[config.mk]
export PLATFORM = sky130hd
export DESIGN_NAME = mem_block_mover
export DESIGN_NICKNAME = d
export VERILOG_FILES = /design/src/rtl/cpu_mem_pkg.sv /design/src/rtl/mem_block_mover.sv
export SDC_FILE = /design/constraint.sdc
export NUM_CORES = 1
export LEC_CHECK = 0
export CAP_MARGIN = 20
export CORE_MARGIN = 3
export CORE_UTILIZATION = 40
export DETAILED_ROUTE_END_ITERATION = 7
export PLACE_DENSITY = 0.66
export SLEW_MARGIN = 40
export SYNTH_ARGS = -nofsm -noshare
export SYNTH_HDL_FRONTEND = slang
export SYNTH_SLANG_ARGS = --single-unit
[constraint.sdc]
create_clock -name clk -period 3.4 [get_ports clk]
set_input_delay 0.68 -clock clk [delete_from_list [all_inputs] [get_ports clk]]
set_output_delay 0.68 -clock clk [all_outputs]
set_load 0.03 [all_outputs]
[src/rtl/cpu_mem_pkg.sv]
// Shared widths, state encoding and mode constants for the block mover.
package cpu_mem_pkg;
  localparam int ADDR_W = 8;
  localparam int DATA_W = 16;
  localparam int LEN_W  = 9;

  typedef enum logic [1:0] {
    ST_IDLE  = 2'd0,
    ST_READ  = 2'd1,
    ST_WRITE = 2'd2,
    ST_DONE  = 2'd3
  } state_e;

  localparam logic MODE_COPY = 1'b0;
  localparam logic MODE_FILL = 1'b1;
endpackage

[src/rtl/mem_block_mover.sv]
// Block copy / fill engine mastering the write port of a 256x16 single-port memory.
// state | meaning: IDLE wait for start; READ latch source word; WRITE store one word; DONE one-cycle done pulse
module mem_block_mover
  import cpu_mem_pkg::*;
(
  input  logic              clk,
  input  logic              reset,
  input  logic              start,
  input  logic              mode,
  input  logic [ADDR_W-1:0] src_addr,
  input  logic [ADDR_W-1:0] dst_addr,
  input  logic [LEN_W-1:0]  length,
  input  logic [DATA_W-1:0] fill_value,
  input  logic              abort,
  output logic              busy,
  output logic              done,
  output logic [LEN_W-1:0]  words_done,
  output logic              mem_enable,
  output logic [ADDR_W-1:0] mem_address,
  output logic [DATA_W-1:0] mem_data_in,
  input  logic [DATA_W-1:0] mem_data_out
);

  state_e            state_q, state_d;
  logic              mode_q, mode_d;
  logic [ADDR_W-1:0] src_q, src_d;
  logic [ADDR_W-1:0] dst_q, dst_d;
  logic [LEN_W-1:0]  rem_q, rem_d;
  logic [DATA_W-1:0] fill_q, fill_d;
  logic [DATA_W-1:0] data_q, data_d;
  logic [LEN_W-1:0]  words_q, words_d;
  logic [ADDR_W-1:0] addr_hold_q, addr_hold_d;
  logic [DATA_W-1:0] din_hold_q, din_hold_d;

  always_ff @(posedge clk or posedge reset) begin
    if (reset) begin
      state_q     <= ST_IDLE;
      mode_q      <= MODE_COPY;
      src_q       <= '0;
      dst_q       <= '0;
      rem_q       <= '0;
      fill_q      <= '0;
      data_q      <= '0;
      words_q     <= '0;
      addr_hold_q <= '0;
      din_hold_q  <= '0;
    end else begin
      state_q     <= state_d;
      mode_q      <= mode_d;
      src_q       <= src_d;
      dst_q       <= dst_d;
      rem_q       <= rem_d;
      fill_q      <= fill_d;
      data_q      <= data_d;
      words_q     <= words_d;
      addr_hold_q <= addr_hold_d;
      din_hold_q  <= din_hold_d;
    end
  end

  always_comb begin
    state_d     = state_q;
    mode_d      = mode_q;
    src_d       = src_q;
    dst_d       = dst_q;
    rem_d       = rem_q;
    fill_d      = fill_q;
    data_d      = data_q;
    words_d     = words_q;
    mem_enable  = 1'b0;
    mem_address = addr_hold_q;
    mem_data_in = din_hold_q;

    case (state_q)
      ST_IDLE: begin
        if (start) begin
          mode_d  = mode;
          src_d   = src_addr;
          dst_d   = dst_addr;
          rem_d   = length;
          fill_d  = fill_value;
          words_d = '0;
          if (length == '0)            state_d = ST_DONE;
          else if (mode == MODE_FILL)  state_d = ST_WRITE;
          else                         state_d = ST_READ;
        end
      end
      ST_READ: begin
        mem_address = src_q;
        if (abort) begin
          state_d = ST_IDLE;
        end else begin
          data_d  = mem_data_out;
          src_d   = src_q + ADDR_W'(1);
          state_d = ST_WRITE;
        end
      end
      ST_WRITE: begin
        mem_address = dst_q;
        mem_data_in = (mode_q == MODE_FILL) ? fill_q : data_q;
        // Abort must suppress the write in the same cycle, not the next.
        mem_enable  = !abort;
        if (abort) begin
          state_d = ST_IDLE;
        end else begin
          dst_d   = dst_q + ADDR_W'(1);
          words_d = words_q + LEN_W'(1);
          rem_d   = rem_q - LEN_W'(1);
          if (rem_q == LEN_W'(1))       state_d = ST_DONE;
          else if (mode_q == MODE_FILL) state_d = ST_WRITE;
          else                          state_d = ST_READ;
        end
      end
      ST_DONE: state_d = ST_IDLE;
      default: state_d = ST_IDLE;
    endcase

    addr_hold_d = mem_address;
    din_hold_d  = mem_data_in;
  end

  assign busy       = (state_q == ST_READ) || (state_q == ST_WRITE);
  assign done       = (state_q == ST_DONE);
  assign words_done = words_q;

endmodule

After elaboration in Yosys (flattened, before gate mapping)
Index checks and enable logic that the tools add are counted.
{ "classes": {"n_reduce_logical": 10, "bitwise": 1, "n_shift": 0, "addsub": 4, "n_eq_ne": 7, "mul": 0, "div_mod_pow": 0, "muxes": 24, "magnitude_cmp": 0} }
{ "op_table": {"columns": ["operator", "count"], "rows": [
  ["8-bit one-hot mux with 2 select lines", 3],
  ["9-bit two-way mux", 4],
  ["9-bit one-hot mux with 2 select lines", 2],
  ["16-bit two-way mux", 2],
  ["8-bit two-way mux", 4],
  ["8-bit by 1-bit adder with 8-bit output, second input constant", 2],
  ["2-bit two-way mux", 7],
  ["9-bit by 1-bit adder with 9-bit output, second input constant", 1],
  ["9-bit by 1-bit == test with 1-bit output, second input constant", 1],
  ["9-bit zero test", 1],
  ["9-bit by 1-bit subtractor with 9-bit output, second input constant", 1],
  ["2-bit one-hot mux with 4 select lines", 1],
  ["2-bit inequality test, second input constant", 3],
  ["3-bit AND reduction", 2],
  ["2-bit == test, second input constant", 2],
  ["2-bit AND reduction", 2],
  ["2-bit nonzero test", 2],
  ["2-bit by 1-bit == test with 1-bit output, second input constant", 1],
  ["2-bit zero test", 1],
  ["1-bit zero test", 1],
  ["1-bit logical OR", 1],
  ["1-bit two-way mux", 1],
  ["1-bit inverter", 1]
]} }
{ "totals": {"ramBits": 0, "latch_bits": 0, "romBits": 0, "ff_bits": 93, "n_memories": 0, "output_inout_bits": 36} }

Logic depth before layout (Yosys ltp)
{ "logic_depth": {"depth_word": 4, "depth_mapped": 9} }

Worst setup path before layout
Ideal clock, no wire load.
{ "synth_timing": {"path_kind": "flip-flop to output port", "from": "reg state_q[0]", "to": "out mem_address[0]", "required_time_ps": 2720, "n_path_buf": 2, "t_arrival_ps": 2007, "stages_incl_launch_ff": 7, "slack_ps": 713, "cell_sequence": "dfrtp_1 inv_1 ha_1 clkbuf_1 clkbuf_1 nor2_1 a21oi_1"} }
{ "synth_between": {"elab_chain_len": 2, "elab_cells_between_ends": 3, "classes_between": "eq/ne: 2; mux: 1"} }
{ "synth_rtl": {"columns": ["element", "line_no", "text"], "rows": [
  ["start: declaration", "mem_block_mover.sv:24", "state_e state_q, state_d;"],
  ["start signal: assignment", "mem_block_mover.sv:48", "state_q <= state_d;"],
  ["2-bit == test or 2-bit by 1-bit == test with 1-bit output (tied branches)", "mem_block_mover.sv:74", "case (state_q)"],
  ["8-bit one-hot mux with 2 select lines (*)", "mem_block_mover.sv:74", null],
  ["end: declaration", "mem_block_mover.sv:19", "output logic [ADDR_W-1:0] mem_address,"]
]} }
Every way passes the cells marked *; elsewhere a longest branch is shown, timed or not.

Worst setup path after layout
{ "layout_timing": {"from": "reg state_q[0]", "to": "out mem_data_in[5]"} }
{ "layout_between": {"elab_chain_len": 2} }
{ "layout_rtl": {"columns": ["element", "line_no", "text"], "rows": [
  ["2-bit == test", "mem_block_mover.sv:74", null],
  ["16-bit two-way mux", "mem_block_mover.sv:74", null],
  ["end: declaration", "mem_block_mover.sv:20", "output logic [DATA_W-1:0] mem_data_in,"]
]} }
Every way passes these cells.

==> results.toml <==
[detailed_routing]
vias = 3561
first_pass_iters = 4
wl_per_cell_microns = 16.1
viasPerCell = 5.40
drc = 0
drt_iter0_drc = 107
antenna_left = 0
drt-total-wl_microns = 10600

[clocking]
ctsResizeCount = 0
holdBufCountCts = 0
cts.sinks = 93
cts_tree = "yes"
clk_latency_ns = 0.35
cts_made_buffers = 9
clk_path_buf_depth = 2
htree_levels = 3
clk_pin_slew_ns = 0.09
cts_setup_buffers = 0
cts_root_buffer = "clkbuf_8"

[cells_and_area]
stdcell_area_sq_mm = 0.00587
final_util_pct = 54.0
fin_cells = 660
regArea_sq_mm = 0.00233
area_growth_pct = 30.8
n_fill_cell = 1003
n_antenna_cell = 0
nNetsFinal = 588
drive_above_1_share_pct = 13.1
multi_input_area_sq_mm = 0.00203

[job]
max-cap-violations = 0

[floorplan]
io_pins = 98
die_width_microns = 112
initial_utilization_pct = 41.2
coreArea_sq_mm = 0.0109
die_area_sq_mm = 0.0125
fp.dieH_microns = 112
rows = 38

[setup_path]
worstSetupPathType = "reg -> out"
crit_slowest_cell = "clkdlybuf4s50_1"
crit_family = "buffers and inverters"
crit_required_ns = 2.72
cpPeakStageDelay_ns = 0.72
crit_path_max_fanout = 47
crit_chain = "inv_1 > ha_4 > buf_12 > nor2_1 > a21oi_1 > clkdlybuf4s50_1"
end_kind = "output pin"
arrival_ns = 2.50
cp_num_buf_inv = 3
cp-start-kind = "flip-flop"

[place]
routabilityCongestion = 0.817
place_ws_ns = 0.456
dp_hpwl_microns = 7470
placed_cell_area_sq_mm = 0.00562
dp.cells = 645
io_buffer_count = 97

[synthesis]
synth_cells = 425
yosysSeqAreaShare_pct = 51.8
ys_types = 47
yosys.area.top_type_share_pct = 51.8
async_flop_share_pct = 100
yosys.area.top_type = "dfrtp_1"
yosys_warnings = 0
netlist_top_cells_area = "dfrtp_1 52%, mux2_2 8.5%, mux2i_1 4.7%, a21oi_1 4.6%, nor2_1 2.9%"
syn_avg_cell_area_sq_um = 10.6
synth_seq_cells = 93
synth_edf_count = 0
syn_area_sq_mm = 0.00449
yosys-top-cells-count = "93 x dfrtp_1, 41 x a21oi_1, 35 x nor2_1, 34 x mux2_2, 28 x nand2_1"
syn_nets = 497
synthMostInstantiatedCell = "dfrtp_1"
synth_ff_type = "dfrtp_1"

[sta]
slew_headroom_pct = 56.2
finalHoldViolations = 0
fin_crit_sh_pct = 93.5
fin_crit_ns = 3.18
slew_viol_final = 0
setup_tns_ns = 0
worst_clock_skew_ns = 0.00940
finalSetupViolations = 0
worst_pin_slew_ns = 0.654
fin_ws_ns = 0.223
holdWs_ns = 0.510
fmax_mhz = 315
rsz0062_at_grt = "false"

[global_route]
grt_usage_pct = 17.5
overflow = 0
grt_first_pass_wirelength_microns = 17900
grt_pass1_vias = 3682
antenna_found_initial = 0
grt_max_degree = 49

[pwr]
power_density_mw_per_mm2 = 1060
power.total_mw = 6.25
peakVddDrop_v = 0.000716
power_leakage_nw = 2.44

[hold_path]
hp-class = "reg -> reg"

[status]
outcome = "complete, no violations"
[final timing paths]
| check | to | depth (start not counted) | slack [ns] | start |
|---|---|---|---|---|
| max in group asynchronous | fill_q[7] | 3 | 2.10 | reset |
| min in group asynchronous | src_q[0] | 2 | 0.69 | reset |
| hold reg to reg | data_q[9] | 1 | 0.51 | data_q[9] |
| setup / recovery | mem_data_in[5] | 6 | 0.22 | state_q[0] |
| setup reg to reg | dst_q[0] | 7 | 0.98 | state_q[0] |
| hold / removal | data_q[9] | 1 | 0.51 | data_q[9] |
[routing by layer]
metal	global-route usage (%)	vias up	wire length (microns)	share of wire, %
met2	28.3	91	5040	48
met1	23.2	1729	4760	45
met5	0	-	0	0
met3	4.18	15	626	5.9
met4	5.77	0	174	1.6
li1	-	1726	-	-
[sequential cells by signal (all words and copies together) (netlist names)]
name,count
src_q,8
addr_hold_q,8
fill_q,16
data_q,16
rem_q,9
dst_q,8
mode_q,1
din_hold_q,16
state_q,2
words_done,9
[where the power goes]
group	leakage (nW)	internal [mW]	switching (mW)	total (mW)
Combinational	1.21	1.46	1.94	3.40
Sequential	1.11	1.65	0.339	1.99
Clock	0.116	0.486	0.381	0.867
[area by class of cell]
cell class	instances	share of cell area (%)
Clock buffer	9	2.11
Clock inverter	6	1.90
Inverter	8	0.596
Multi-Input combinational cell	297	34.6
Sequential cell	93	39.6
Tap cell	140	2.98
Timing Repair Buffer	107	18.2
[placed cells by master, fill, tap and decap left out, types with 12 or more instances in the layout]
master,instances
clkdlybuf4s50_1,97
dfrtp_1,93
a21oi_1,41
nor2_1,35
mux2_2,34
nand2_1,28
o21ai_0,22
mux2i_1,21
nand3_1,13
o22ai_1,12
[cell families after synthesis]
family / share of synthesized area (%)
compound gates: 14.3
xor+xnor: 0.780
fa+ha+maj: 2.79
buf+inv: 3.40
flops: 51.8
mux: 13.5
simple gates: 13.4
[worst register-to-register path, cell delays in order, from the launching register on]
cell and delay (ns):
dfrtp_1 0.41, inv_1 0.18, ha_4 0.29, buf_12 0.26, mux2_4 0.29, and2_1 0.55, o21ai_0 0.17, o21ai_0 0.20
(Power assumes the default switching activity.)
